`src/rtl/regfile_pkg.sv`:
```
// Shared register-file constants and the write-back queue entry type.
package regfile_pkg;

    localparam int REG_COUNT  = 32;
    localparam int REG_ADDR_W = $clog2(REG_COUNT);
    localparam int REG_DATA_W = 32;

    // One pending register-file write. The destination field is named wreg
    // because "reg" is a reserved word.
    typedef struct packed {
        logic [REG_ADDR_W-1:0] wreg;
        logic [REG_DATA_W-1:0] data;
    } wbq_entry_t;

endpackage

```
`src/rtl/regfile_wb_queue_match.sv`:
```
// wbq_match: finds the youngest valid queue entry whose destination equals a
// read index. Entries are aged from the head pointer, so scanning oldest to
// youngest and letting later hits override leaves the youngest one.
// The data path only exists when REGFILE_WBQ_FWD_EN is defined; without it
// only the hit flag is needed.
module wbq_match
    import regfile_pkg::*;
#(
    parameter int DEPTH = 4,
    localparam int PTR_W = $clog2(DEPTH)
) (
    input  logic [DEPTH-1:0][REG_ADDR_W-1:0] regs_i,
`ifdef REGFILE_WBQ_FWD_EN
    input  logic [DEPTH-1:0][REG_DATA_W-1:0] datas_i,
    output logic [REG_DATA_W-1:0]            data_o,
`endif
    input  logic [DEPTH-1:0]                 valid_i,
    input  logic [PTR_W-1:0]                 head_i,
    input  logic [REG_ADDR_W-1:0]            idx_i,
    output logic                             hit_o
);

    logic [PTR_W-1:0] slot;

    // Oldest-to-youngest scan; the last match seen is the youngest.
    always_comb begin
        hit_o = 1'b0;
`ifdef REGFILE_WBQ_FWD_EN
        data_o = '0;
`endif
        slot = head_i;
        for (int k = 0; k < DEPTH; k++) begin
            slot = head_i + PTR_W'(k);
            if (valid_i[slot] && (regs_i[slot] == idx_i)) begin
                hit_o = 1'b1;
`ifdef REGFILE_WBQ_FWD_EN
                data_o = datas_i[slot];
`endif
            end
        end
    end

endmodule

```
`src/rtl/regfile_wb_queue.sv`:
```
// regfile_wb_queue: FIFO of pending register-file writes between write-back
// and the register file's write port, retiring one entry per unstalled cycle.
// Read data is post-processed so readers see pending writes: forwarded when
// REGFILE_WBQ_FWD_EN is defined, otherwise flagged as a hazard.
module regfile_wb_queue
    import regfile_pkg::*;
#(
    parameter int DEPTH  = 4,
    parameter int ADDR_W = REG_ADDR_W,
    parameter int DATA_W = REG_DATA_W,
    localparam int CNT_W = $clog2(DEPTH) + 1,
    localparam int PTR_W = $clog2(DEPTH)
) (
    input  logic              clock,
    input  logic              ctrl_reset_n,
    input  logic              wb_valid,
    output logic              wb_ready,
    input  logic [ADDR_W-1:0] wb_reg,
    input  logic [DATA_W-1:0] wb_data,
    input  logic              wr_stall,
    output logic              ctrl_writeEnable,
    output logic [ADDR_W-1:0] ctrl_writeReg,
    output logic [DATA_W-1:0] data_writeReg,
    input  logic [ADDR_W-1:0] rd_regA,
    input  logic [ADDR_W-1:0] rd_regB,
    input  logic [DATA_W-1:0] data_readRegA,
    input  logic [DATA_W-1:0] data_readRegB,
    output logic [DATA_W-1:0] rd_dataA,
    output logic [DATA_W-1:0] rd_dataB,
    output logic              rd_hazardA,
    output logic              rd_hazardB,
    output logic [CNT_W-1:0]  wbq_count
);

    // ADDR_W/DATA_W must equal the package widths; entries use the package type.
    wbq_entry_t [DEPTH-1:0] mem_q;

    logic [PTR_W-1:0] head_q, head_d;
    logic [PTR_W-1:0] tail_q, tail_d;
    logic [CNT_W-1:0] count_q, count_d;

    logic empty;
    logic push;
    logic pop;

    logic [DEPTH-1:0]                 valid_mask;
    logic [DEPTH-1:0][REG_ADDR_W-1:0] entry_regs;
`ifdef REGFILE_WBQ_FWD_EN
    logic [DEPTH-1:0][REG_DATA_W-1:0] entry_datas;
`endif

    assign empty    = (count_q == '0);
    assign wb_ready = (count_q < CNT_W'(DEPTH));
    // Writes to r0 handshake normally but are dropped here.
    assign push     = wb_valid && wb_ready && (wb_reg != '0);
    assign pop      = !empty && !wr_stall;

    assign ctrl_writeEnable = pop;
    assign ctrl_writeReg    = empty ? '0 : mem_q[head_q].wreg;
    assign data_writeReg    = empty ? '0 : mem_q[head_q].data;
    assign wbq_count        = count_q;

    // Next-state for pointers and occupancy; DEPTH is a power of two so the
    // pointers wrap on their own width.
    always_comb begin
        head_d  = head_q;
        tail_d  = tail_q;
        count_d = count_q;
        if (pop) begin
            head_d = head_q + PTR_W'(1);
        end
        if (push) begin
            tail_d = tail_q + PTR_W'(1);
        end
        case ({push, pop})
            2'b10:   count_d = count_q + CNT_W'(1);
            2'b01:   count_d = count_q - CNT_W'(1);
            default: count_d = count_q;
        endcase
    end

    // Queue control state; reset discards all pending writes.
    always_ff @(posedge clock or negedge ctrl_reset_n) begin
        if (!ctrl_reset_n) begin
            head_q  <= '0;
            tail_q  <= '0;
            count_q <= '0;
        end else begin
            head_q  <= head_d;
            tail_q  <= tail_d;
            count_q <= count_d;
        end
    end

    // Entry storage; contents of unoccupied slots are never observed.
    always_ff @(posedge clock) begin
        if (push) begin
            mem_q[tail_q] <= '{wreg: wb_reg, data: wb_data};
        end
    end

    // Slot gi is occupied when its age relative to the head is below the count.
    generate
        for (genvar gi = 0; gi < DEPTH; gi++) begin : g_slot
            logic [PTR_W-1:0] age;
            assign age            = PTR_W'(gi) - head_q;
            assign valid_mask[gi] = (CNT_W'(age) < count_q);
            assign entry_regs[gi] = mem_q[gi].wreg;
`ifdef REGFILE_WBQ_FWD_EN
            assign entry_datas[gi] = mem_q[gi].data;
`endif
        end
    endgenerate

    logic [1:0][ADDR_W-1:0] rd_idx;
    logic [1:0][DATA_W-1:0] rd_raw;
    logic [1:0][DATA_W-1:0] rd_out;
    logic [1:0]             rd_haz;

    assign rd_idx[0] = rd_regA;
    assign rd_idx[1] = rd_regB;
    assign rd_raw[0] = data_readRegA;
    assign rd_raw[1] = data_readRegB;

    // One matcher per read port; r0 always reads 0 without a hazard.
    generate
        for (genvar gi = 0; gi < 2; gi++) begin : g_rd
            logic hit;
            logic idx_zero;
            assign idx_zero = (rd_idx[gi] == '0);
`ifdef REGFILE_WBQ_FWD_EN
            logic [REG_DATA_W-1:0] hit_data;
            wbq_match #(.DEPTH(DEPTH)) u_match (
                .regs_i  (entry_regs),
                .datas_i (entry_datas),
                .data_o  (hit_data),
                .valid_i (valid_mask),
                .head_i  (head_q),
                .idx_i   (rd_idx[gi]),
                .hit_o   (hit)
            );
            assign rd_out[gi] = idx_zero ? '0 : (hit ? hit_data : rd_raw[gi]);
            assign rd_haz[gi] = 1'b0;
`else
            wbq_match #(.DEPTH(DEPTH)) u_match (
                .regs_i  (entry_regs),
                .valid_i (valid_mask),
                .head_i  (head_q),
                .idx_i   (rd_idx[gi]),
                .hit_o   (hit)
            );
            assign rd_out[gi] = idx_zero ? '0 : rd_raw[gi];
            assign rd_haz[gi] = !idx_zero && hit;
`endif
        end
    endgenerate

    assign rd_dataA   = rd_out[0];
    assign rd_dataB   = rd_out[1];
    assign rd_hazardA = rd_haz[0];
    assign rd_hazardB = rd_haz[1];

endmodule
```
`config.mk`:
```
export PLATFORM = sky130hd
export DESIGN_NAME = regfile_wb_queue
export DESIGN_NICKNAME = d
export VERILOG_FILES = /design/src/rtl/regfile_pkg.sv /design/src/rtl/regfile_wb_queue_match.sv /design/src/rtl/regfile_wb_queue.sv
export SDC_FILE = /design/constraint.sdc
export NUM_CORES = 1
export LEC_CHECK = 0
export CAP_MARGIN = 20
export CORE_MARGIN = 1.5
export CORE_UTILIZATION = 55
export DETAILED_ROUTE_END_ITERATION = 10
export DONT_BUFFER_PORTS = 1
export PLACE_DENSITY = 0.7
export SLEW_MARGIN = 25
export SYNTH_ARGS = -nofsm -noshare
export SYNTH_HDL_FRONTEND = slang
export SYNTH_SLANG_ARGS = --single-unit
```
`constraint.sdc`:
```
create_clock -name clock -period 11.8 [get_ports clock]
set_clock_uncertainty 0.15 [all_clocks]
set_input_delay 2.95 -clock clock [delete_from_list [all_inputs] [get_ports clock]]
set_output_delay 2.95 -clock clock [all_outputs]
set_load 0.05 [all_outputs]
```
==> flow_metrics.env <==
export IMPL_synth_cell_types=45
export IMPL_drtPass1Iterations=4
export IMPL_tightest_slew_ns=1.105
export IMPL_ant_nets=0
export IMPL_status="complete, no violations"
export IMPL_root_buffer="clkbuf_16"
export IMPL_drc=0
export IMPL_cts_buffer_depth=2
export IMPL_cts_setup_buffers=0
export IMPL_diodes=0
export IMPL_seq_area_frac_synth=0.6047
export IMPL_cts_sinks=155
export IMPL_arrival_ns=4.71
export IMPL_cts_buffers=17
export IMPL_synth_top_area_share=0.5817
export IMPL_peakVddDrop_v=0.0001502
export IMPL_synth_top_area_cell="edfxtp_1"
export IMPL_synth_main_ff_cell="edfxtp_1"
export IMPL_period_needed_ns=7.806
export IMPL_die_h_um=120.9
export IMPL_fp_dieW_um=120.9
export IMPL_slew_headroom=0.2602
export IMPL_htreeDepth=4
export IMPL_cts_tree="done"
export IMPL_initial_core_util=0.5701
export IMPL_post_route_period_util=0.6615
export IMPL_grt_overflow_total=0
export IMPL_finalSetupViolations=0
export IMPL_rsz0062_at_grt="false"
export IMPL_grtUsageTotal=0.2185
export IMPL_startpoint_type="primary input"
export IMPL_worstPathMaxFanout=35
export IMPL_finalHoldViolations=0
export IMPL_fin_util=0.6195
export IMPL_cts_resized=0
export IMPL_stdcell_area_mm2=0.008302
export IMPL_grt_max_degree=65
export IMPL_nets=618
export IMPL_p_leak_nw=2.785
export IMPL_yosys_cell_count_top_type="edfxtp_1"
export IMPL_cp_required_ns=8.70
export IMPL_die_area_mm2=0.01461
export IMPL_dr_first_iter_drc_count=249
export IMPL_num_rows=42
export IMPL_drv_slew=0
export IMPL_routabilityCongestion=0.7962
export IMPL_fp_coreArea_mm2=0.01340
export IMPL_netlist_top_cells_count="148 x edfxtp_1, 98 x nor2b_1, 38 x mux4_2, 27 x xnor2_1, 26 x mux2i_1"
export IMPL_syn_area_mm2=0.007640
export IMPL_place_area_mm2=0.007740
export IMPL_critPathCaptureType="output pin"
export IMPL_antenna_found_initial=0
export IMPL_drt_vias_per_instance=6.007
export IMPL_cts_clk_slew_worst_paths_ns=0.06
export IMPL_synthTopCellsByArea="edfxtp_1 58%, mux4_2 11%, nor2b_1 8.0%"
export IMPL_dpl_hpwl_um=10480
export IMPL_totalWireLength_um=15500
export IMPL_fmax_mhz=128.1
export IMPL_ios=223
export IMPL_hold_class="flip-flop to flip-flop"
export IMPL_power_density_mw_per_mm2=290.8
export IMPL_vias=4097
export IMPL_ys_seq_elements=155
export IMPL_area_delta_synth_final_pct=8.664
export IMPL_maxCapViolations=0
export IMPL_layout_drive_gt1_share=0.1660
export IMPL_syn_mean_instance_area_um2=15.13
export IMPL_grt_pass1_vias=4331
export IMPL_synthCells=505
export IMPL_synth_nets=630
export IMPL_wl_per_cell_um=22.72
export IMPL_insertion_delay_ns=0.40
export IMPL_yosysWarnings=0
export IMPL_portBuffers=0
export IMPL_critical_path_class="primary input to output pin"
export IMPL_holdBufCountCts=0
export IMPL_setup_tns_ns=0
export IMPL_async_reset_ff_frac=0.04516
export IMPL_synth_edf_count=148
export IMPL_grt_pass1_wl_um=23150
==> per-stage QoR <==
step | cells | hold WS, ns | total power, mW | setup WS [ns]
final | 682 | 0.4878 | 2.415 | 3.994
after detailed placement | 650 | 0.4819 | 1.941 | 3.645
after global placement | 650 | 0.4488 | 1.926 | 3.724
after CTS | 682 | 0.4921 | 2.438 | 3.644
after floorplan | 505 | 0.4296 | 1.781 | 3.878
after global routing | 682 | 0.5391 | 2.529 | 3.864
==> state kept, by name, indices dropped and copies added, names as in the netlist <==
register / cells
entry_regs: 20
head_q: 2
wbq_count: 3
tail_q: 2
mem_q: 128
==> layout by cell type (no fill, tap or decap), types with 4 or more instances in the layout <==
master,Yosys,final
nand3b_1,6,6
clkinv_1,0,5
or4_1,5,5
nand2_1,9,9
buf_4,2,5
a21oi_1,8,8
ha_1,9,9
inv_1,10,10
dfrtp_1,7,5
mux4_2,38,38
xor2_1,20,20
mux2i_1,26,26
nor3_1,8,7
clkinv_4,0,4
clkbuf_16,0,17
edfxtp_1,148,148
nor2_1,15,13
xnor2_1,27,27
nor2b_1,98,98
==> worst paths after layout <==
check / start / to / slack [ns] / depth (start not counted)
max reg2reg: wbq_count[2] / mem_q[5] / 8.64 / 3
min: tail_q[1] / tail_q[1] / 0.49 / 2
min reg2reg: tail_q[1] / tail_q[1] / 0.49 / 2
max in group asynchronous: ctrl_reset_n / head_q[0] / 9.34 / 0
min in group asynchronous: ctrl_reset_n / wbq_count[0] / 2.08 / 0
max: rd_regB[0] / rd_hazardB / 3.99 / 4
==> critical path, stage by stage <==
cell and delay, ns:
or4_1 0.56, nor2_4 0.52, or4_1 0.22, o211ai_1 0.45
==> cell type report <==
| cell class | count | area (um2) |
|---|---|---|
| fill | 938 | 5099 |
| sequential | 155 | 4624 |
| multi-input combinational | 304 | 2834 |
| clock buffer | 17 | 425.4 |
| tap | 176 | 220.2 |
| clock inverter | 15 | 122.6 |
| timing repair buffer | 5 | 37.54 |
| inverter | 10 | 37.54 |
==> power breakdown <==
| part | switching (mW) | leakage [nW] | total (mW) | internal (mW) |
|---|---|---|---|---|
| sequential | 0.0769 | 1.42 | 0.769 | 0.692 |
| clock | 0.206 | 0.266 | 0.495 | 0.289 |
| combinational | 0.807 | 1.09 | 1.15 | 0.343 |
| total | 1.09 | 2.78 | 2.41 | 1.32 |
==> cell families (layout without fill, tap and decap cells) <==
group / Yosys count / count (layout) / synth area share
AO/OA/AOI/OAI: 24 / 24 / 0.02129
XOR/XNOR: 47 / 47 / 0.05388
adder cells (fa/ha/maj): 10 / 10 / 0.01736
buffers and inverters: 46 / 47 / 0.02817
flip-flops: 155 / 155 / 0.6047
multiplexers: 68 / 68 / 0.1539
AND/OR/NAND/NOR: 155 / 155 / 0.1207
==> per-layer routing <==
metal	vias up	GRT usage	part of all wire
li1	1847	-	-
met1	2061	0.2436	0.37
met2	170	0.3938	0.55
met3	19	0.06720	0.064
met4	0	0.08015	0.016
met5	-	0	0
(Power assumes the default switching activity.)
